File: src/rtl/collatz_sweep.sv
// Range sequencer for the collatz iterator: issues one go/n load per start value,
// times each run, and reports the value with the longest stopping time.
module collatz_sweep #(
    parameter int CNT_W     = 16,
    parameter int STEP_W    = 16,
    parameter int MAX_STEPS = 1000
) (
    input  logic              clk,
    input  logic              reset,
    input  logic              start,
    input  logic [31:0]       first,
    input  logic [CNT_W-1:0]  count,
    output logic              go,
    output logic [31:0]       n,
    input  logic              it_done,
    output logic              busy,
    output logic              finished,
    output logic [31:0]       best_n,
    output logic [STEP_W-1:0] best_steps,
    output logic [CNT_W-1:0]  tested,
    output logic [CNT_W-1:0]  timeouts
);

    typedef enum logic [2:0] {IDLE, LOAD, RUN, UPDATE, NEXT, DONE} state_t;

    localparam logic [STEP_W-1:0] MAX_CNT = STEP_W'(MAX_STEPS);
    localparam logic [CNT_W-1:0]  CNT_ALL = '1;

    state_t            state, state_d;
    logic [31:0]       cur, cur_d;
    logic [CNT_W-1:0]  rem, rem_d;
    logic [STEP_W-1:0] cnt, cnt_d;
    logic [STEP_W-1:0] steps;
    logic              go_d, busy_d, finished_d;
    logic [31:0]       n_d, best_n_d;
    logic [STEP_W-1:0] best_steps_d;
    logic [CNT_W-1:0]  tested_d, timeouts_d;

    // A start value of 1 is already at the fixed point, whatever the iterator reports.
    assign steps = (cur == 32'd1) ? '0 : cnt;

    always_comb begin
        state_d      = state;
        cur_d        = cur;
        rem_d        = rem;
        cnt_d        = cnt;
        n_d          = n;
        best_n_d     = best_n;
        best_steps_d = best_steps;
        tested_d     = tested;
        timeouts_d   = timeouts;
        go_d         = 1'b0;
        busy_d       = 1'b0;
        finished_d   = 1'b0;

        case (state)
            IDLE: begin
                if (start) begin
                    cur_d        = first;
                    rem_d        = count;
                    best_n_d     = '0;
                    best_steps_d = '0;
                    tested_d     = '0;
                    timeouts_d   = '0;
                    state_d      = (count == '0) ? DONE : LOAD;
                end
            end
            LOAD: begin
                if (cur == 32'd0) begin
                    state_d = NEXT;
                end else begin
                    cnt_d   = '0;
                    state_d = RUN;
                end
            end
            RUN: begin
                if (it_done) begin
                    state_d = UPDATE;
                end else if (cnt == MAX_CNT) begin
                    timeouts_d = (timeouts == CNT_ALL) ? timeouts : timeouts + 1'b1;
                    state_d    = NEXT;
                end else begin
                    cnt_d = cnt + 1'b1;
                end
            end
            UPDATE: begin
                tested_d = (tested == CNT_ALL) ? tested : tested + 1'b1;
                if (steps > best_steps || tested == '0) begin
                    best_n_d     = cur;
                    best_steps_d = steps;
                end
                state_d = NEXT;
            end
            NEXT: begin
                rem_d   = rem - 1'b1;
                cur_d   = cur + 32'd1;
                state_d = (rem == CNT_W'(1)) ? DONE : LOAD;
            end
            DONE: begin
                state_d = IDLE;
            end
            default: begin
                state_d = IDLE;
            end
        endcase

        // Outputs are registered, so decode them from the state being entered.
        go_d       = (state_d == LOAD) && (cur_d != 32'd0);
        busy_d     = (state_d == LOAD) || (state_d == RUN) ||
                     (state_d == UPDATE) || (state_d == NEXT);
        finished_d = (state_d == DONE);
        if (go_d) begin
            n_d = cur_d;
        end
    end

    always_ff @(posedge clk) begin
        if (reset) begin
            state      <= IDLE;
            cur        <= '0;
            rem        <= '0;
            cnt        <= '0;
            go         <= 1'b0;
            n          <= '0;
            busy       <= 1'b0;
            finished   <= 1'b0;
            best_n     <= '0;
            best_steps <= '0;
            tested     <= '0;
            timeouts   <= '0;
        end else begin
            state      <= state_d;
            cur        <= cur_d;
            rem        <= rem_d;
            cnt        <= cnt_d;
            go         <= go_d;
            n          <= n_d;
            busy       <= busy_d;
            finished   <= finished_d;
            best_n     <= best_n_d;
            best_steps <= best_steps_d;
            tested     <= tested_d;
            timeouts   <= timeouts_d;
        end
    end

endmodule
File: config.mk
export PLATFORM = sky130hd
export DESIGN_NAME = collatz_sweep
export DESIGN_NICKNAME = d
export VERILOG_FILES = /design/src/rtl/collatz_sweep.sv
export SDC_FILE = /design/constraint.sdc
export NUM_CORES = 1
export LEC_CHECK = 0
export CAP_MARGIN = 20
export CORE_ASPECT_RATIO = 1.1
export CORE_MARGIN = 3
export CORE_UTILIZATION = 35
export DETAILED_ROUTE_END_ITERATION = 8
export PLACE_DENSITY = 0.65
export SLEW_MARGIN = 20
export SYNTH_ARGS = -nofsm -noshare
export SYNTH_HDL_FRONTEND = slang
export SYNTH_SLANG_ARGS = --single-unit
File: constraint.sdc
create_clock -name clk -period 4.4 [get_ports clk]
set_clock_uncertainty 0.1 [all_clocks]
set_input_delay 0.44 -clock clk [delete_from_list [all_inputs] [get_ports clk]]
set_output_delay 0.44 -clock clk [all_outputs]
set_load 0.02 [all_outputs]
==> Word level (Yosys, flattened, before mapping) <==
Cells that the tools add are included.
Widths: inputs -> output; s select.
{ "totals": {"output_inout_bits": 115, "regBits": 182, "word_cells": 87, "input_bits": 52} }
{ "classes": {"n_reduce_logical": 19, "eq_ne": 22, "order_cmp": 1, "add_sub_neg": 5, "n_mux": 28} }
{ "op_table": {"columns": ["cell", "count"], "rows": [
  ["$mux 16", 11],
  ["$pmux 16 s2", 5],
  ["$pmux 32 s2", 2],
  ["$mux 32", 3],
  ["$add 16x1->16 const B", 3],
  ["$add 32x1->32 const B", 1],
  ["$eq 16x16->1 const B", 2],
  ["$eq 32x1->1 const B", 1],
  ["$logic_not 16->1", 2],
  ["$logic_not 32->1", 1],
  ["$reduce_bool 32->1", 1],
  ["$mux 3", 6],
  ["$eq 16x1->1 const B", 1],
  ["$eq 16x10->1 const B", 1],
  ["$gt 16x16->1", 1],
  ["$ne 2x2->1 const B", 8],
  ["$sub 16x1->16 const B", 1],
  ["$pmux 3 s5", 1],
  ["$eq 3x2->1 const B", 4],
  ["$eq 3x3->1 const B", 3],
  ["$reduce_bool 2->1", 4],
  ["$eq 3x1->1 const B", 2],
  ["$reduce_and 3->1", 2],
  ["$reduce_and 5->1", 1],
  ["5 further kinds", 8]
]} }

==> Logic depth before layout (Yosys ltp) <==
{ "depth": {"word_depth": 8, "depth_mapped": 19, "mapped_depth_nobuf": 15} }

==> Worst setup path before layout <==
Ideal clock, no wire load.
{ "synth_path": {"path_type": "register to register", "from": "reg cur[7]", "to": "reg best_n[11]", "setup_ns": 0.060, "t_required_ns": 4.240, "t_arrival_ns": 3.605, "path_stages_with_launch": 19, "path_buffers": 4, "path_slack_ns": 0.635, "cell_sequence": "dfxtp_1 clkbuf_1 nor4_1 nand4_1 nor2_1 nand2_1 clkbuf_1 and2_1 ha_1 o21a_1 o21a_1 o21a_1 o21ai_0 a21oi_1 a211o_1 o21ai_0 clkbuf_1 clkbuf_1 a22o_1"} }
{ "synth_between": {"elab_chain_cells": 6} }
{ "synth_rtl": {"columns": ["item", "line_no", "text"], "rows": [
  ["from (decl)", "30", "logic [31:0] cur, cur_d;"],
  ["from (signal assigned)", "133", "cur <= cur_d;"],
  ["$eq 32x1->1", "40", "assign steps = (cur == 32'd1) ? '0 : cnt;"],
  ["$mux 16", "40", null],
  ["$gt 16x16->1", "88", "if (steps > best_steps || tested == '0) begin"],
  ["$logic_or 1x1->1", "88", null],
  ["$ne 2x2->1 (no source line)", null, null],
  ["$reduce_and 3->1 (no source line)", null, null],
  ["to (signal assigned)", "140", "best_n <= best_n_d;"],
  ["to (decl)", "18", "output logic [31:0] best_n,"]
]} }
No other way between the ends.
A chain may end at the register's enable or synchronous reset.

==> Worst setup path after layout <==
{ "layout_path": {"from": "reg cur[17]", "to": "reg best_steps[0]"} }
{ "layout_between": {"elab_chain_cells": 6, "elab_cells_between_ends": 8} }
{ "layout_rtl": {"columns": ["item", "line_no", "text"], "rows": [
  ["$eq 32x1->1 (*)", "40", null],
  ["$mux 16 (*)", "40", null],
  ["$gt 16x16->1", "88", null],
  ["$logic_or 1x1->1", "88", null],
  ["$ne 2x2->1 (no source line)", null, null],
  ["$reduce_and 3->1 (no source line)", null, null],
  ["to (signal assigned)", "141", "best_steps <= best_steps_d;"],
  ["to (decl)", "19", "output logic [STEP_W-1:0] best_steps,"]
]} }
Mark *: on every way between the ends. The rest lies on a longest branch, timed or not. The select of a mux whose other input is x is not followed.

==> impl_metrics.json <==
{
  "status": "completed",
  "vdd_drop_max_mv": 0.215,
  "dieArea_um2": 27500,
  "seqPwrFrac": 0.431,
  "final_hold_viol_count": 0,
  "drtAntennaViolNets": 0,
  "leakage_nw": 4.32,
  "slew_headroom": 0.438,
  "clockRootBuffer": "clkbuf_16",
  "critPathCaptureType": "flip-flop",
  "clk_latency_ps": 440,
  "synthFlopType": "dfxtp_1",
  "cts_hold_buf": 0,
  "design_power_total_mw": 4.19,
  "critical_path_class": "flip-flop to flip-flop",
  "fin_setup_tns_ps": 0,
  "htree_levels": 4,
  "yosysUniqueCellTypes": 74,
  "finalSetupViolations": 0,
  "synth_seq_cells": 182,
  "start_kind": "flip-flop",
  "rows": 60,
  "ys_seq_area_frac": 0.408,
  "p_sw_frac": 0.309,
  "cts_sinks": 182,
  "setup_ws_ps": 312,
  "wl_mm": 28.7,
  "cts_buffers": 17,
  "drtPass1Iterations": 5,
  "async_reset_ff_frac": 0,
  "instances_no_fill": 1529,
  "yosys_warnings": 0,
  "cts.reportedPaths.clkPinSlew_ps": 80,
  "layout-drive-gt1-share": 0.109,
  "avgSynthCellArea_um2": 8.65,
  "grt_util_all_layers": 0.205,
  "powerDensity_nw_per_um2": 357,
  "power_frac_clock": 0.373,
  "period_needed_ps": 4090,
  "place_congestion": 0.969,
  "grt_pass1_vias": 8042,
  "tightest_slew_ps": 843,
  "pre_cts_slack_ps": 158,
  "rsz0062_at_grt": "no",
  "antenna_cells": 0,
  "vias": 8461,
  "synthCells": 1032,
  "initial_core_util": 0.360,
  "syn_area_um2": 8930,
  "die_x_um": 158,
  "p_comb_frac": 0.196,
  "p_int_mw": 2.89,
  "power.switching_mw": 1.29,
  "cp.required_ps": 4620,
  "antenna_found_initial": 0,
  "grt_pass1_wl_mm": 44.6,
  "drt-initial-drc-count": 745,
  "syn-num-nets": 1110,
  "fmax_ghz": 0.245,
  "whs_ps": 379,
  "die_y_um": 174,
  "finalCritPeriodShare": 0.929,
  "dp_cells": 1497,
  "post_cts_buffers": 0,
  "fillers": 2403,
  "portBuffers": 166,
  "coreArea_um2": 24800,
  "drv_cap": 0,
  "grt_max_degree": 67,
  "grt_overflow": 0,
  "tritoncts": "yes",
  "syn2layout_area_growth_pct": 31.4,
  "pin_count": 167,
  "clockBufferDepth": 2,
  "remaining_drc_errors": 0,
  "layout.nets": 1284,
  "dp_hpwl_mm": 21.8,
  "slew_violations": 0,
  "synth_edf_count": 0,
  "via_per_inst": 5.53,
  "cp_max_fo": 47,
  "wl_per_cell_um": 18.8,
  "hp-class": "flip-flop to flip-flop",
  "worst_ep_arrival_time_ps": 4310
}
[cell usage in the layout (no fill, tap or decap), types with 5 or more instances in the layout]
cell type,n
mux2_2,25
a21o_1,5
inv_1,41
or3_1,26
nor2_1,108
a31oi_1,9
nand2_1,80
o21ai_0,29
mux2i_1,9
o311a_1,5
nand3_1,38
nor3_1,20
and4_1,12
a22o_1,48
dfxtp_1,182
nor4_1,27
clkbuf_16,17
buf_4,52
o311ai_0,5
clkdlybuf4s50_1,165
a211oi_1,6
and2_1,21
and3_1,14
o22ai_1,6
xnor2_1,13
a21oi_1,42
o32ai_1,6
ha_1,26
inv_8,5
xor2_1,19
o211ai_1,14
nand4_1,29
nor2b_1,35
[worst max-delay path, cell delays in order (launching register included)]
cell     delay (ps)
dfxtp_1         400
nor4_1          400
nand4_1         200
nor2_1          270
nand2_1         230
and2_1          240
ha_1            300
o21a_1          110
o21a_1          170
o21a_1          160
o21ai_0         130
a21oi_1          80
a211o_1         320
o31a_1          270
buf_4           280
a32o_1          310
[synthesized netlist by cell type, types with 5 or more instances]
master / count / share of area
and3_1: 14 / 0.0098
mux2_2: 25 / 0.032
a22o_1: 48 / 0.047
o211ai_1: 14 / 0.012
nor4_1: 28 / 0.020
o32ai_1: 6 / 0.0059
o311ai_0: 5 / 0.0049
nand4_1: 29 / 0.020
and2_1: 21 / 0.015
nor2_1: 108 / 0.045
dfxtp_1: 182 / 0.41
and4_1: 12 / 0.012
clkbuf_1: 46 / 0.019
mux2i_1: 9 / 0.010
o22ai_1: 6 / 0.0042
nor2b_1: 35 / 0.025
nand2_1: 80 / 0.034
xor2_1: 19 / 0.019
a31oi_1: 9 / 0.0063
nand3_1: 38 / 0.021
ha_1: 26 / 0.036
or3_1: 26 / 0.018
a211oi_1: 6 / 0.0050
a21oi_1: 42 / 0.024
buf_1: 8 / 0.0034
o311a_1: 5 / 0.0056
inv_1: 41 / 0.017
nor3_1: 20 / 0.011
a21o_1: 5 / 0.0042
xnor2_1: 13 / 0.013
o21ai_0: 30 / 0.017
[stage by stage]
stage,util,cell area (um2)
detailed placement,0.449,11100
finish,0.474,11700
CTS,0.473,11700
global route,0.474,11700
global placement,0.449,11100
floorplan,-,8930
[metal layers]
layer,part of all wire,track usage,vias up
met5,0,0,-
met4,0.031,0.0663,0
met3,0.069,0.0464,60
met2,0.44,0.308,361
met1,0.46,0.290,3935
li1,-,-,4105
[final timing paths]
check                                       startpoint                         end  slack, ps  cells after the start
worst max-delay path                cur[17]$_SDFF_PP0_  best_steps[0]$_SDFFE_PP0P_        310                     15
worst min-delay path            best_n[1]$_SDFFE_PP0P_      best_n[1]$_SDFFE_PP0P_        380                      1
worst max register to register      cur[17]$_SDFF_PP0_  best_steps[0]$_SDFFE_PP0P_        310                     15
worst min register to register  best_n[1]$_SDFFE_PP0P_      best_n[1]$_SDFFE_PP0P_        380                      1
[power by group through the flow]
stage | sequential (mW) | combinational, mW | clock, mW
floorplan | 1.87 | 0.430 | 0
global placement | 1.84 | 0.804 | 0
detailed placement | 1.84 | 0.807 | 0
CTS | 1.80 | 0.811 | 1.59
global route | 1.81 | 0.883 | 1.67
finish | 1.81 | 0.821 | 1.56
[registers in the layout, summed over array words and instances (netlist names)]
register and flops:
best_n 32, cur 32, n 32, best_steps 16, cnt 16, rem 16
tested 16, timeouts 16, state 3, busy 1, finished 1, go 1
[kinds of logic after synthesis]
logic type | after synthesis | share of synthesized area
buffers and inverters | 105 | 0.0486
adders and majority gates | 26 | 0.0364
xor gates and xnor gates | 32 | 0.0314
muxes | 38 | 0.0483
and+or+nand+nor | 441 | 0.261
AOI/OAI and AO/OA | 208 | 0.167
DFF | 182 | 0.408
[area by class of cell]
type / instances / area (um2) / area share
well taps: 310 / 388 / 0.0330
inverters: 41 / 154 / 0.0131
clock inverters: 15 / 179 / 0.0152
multi-input cells: 745 / 4880 / 0.416
clock buffers: 17 / 425 / 0.0362
flip-flops and latches: 182 / 3640 / 0.310
repair buffers: 219 / 2070 / 0.176
[what timing repair did]
item / in CTS / in global routing
hold endpoints to repair: 0 / 0
endpoints found under the setup margin: 0 / 47
resized for setup: 0 / 1
Note: power is estimated with default switching activity, not from simulation.
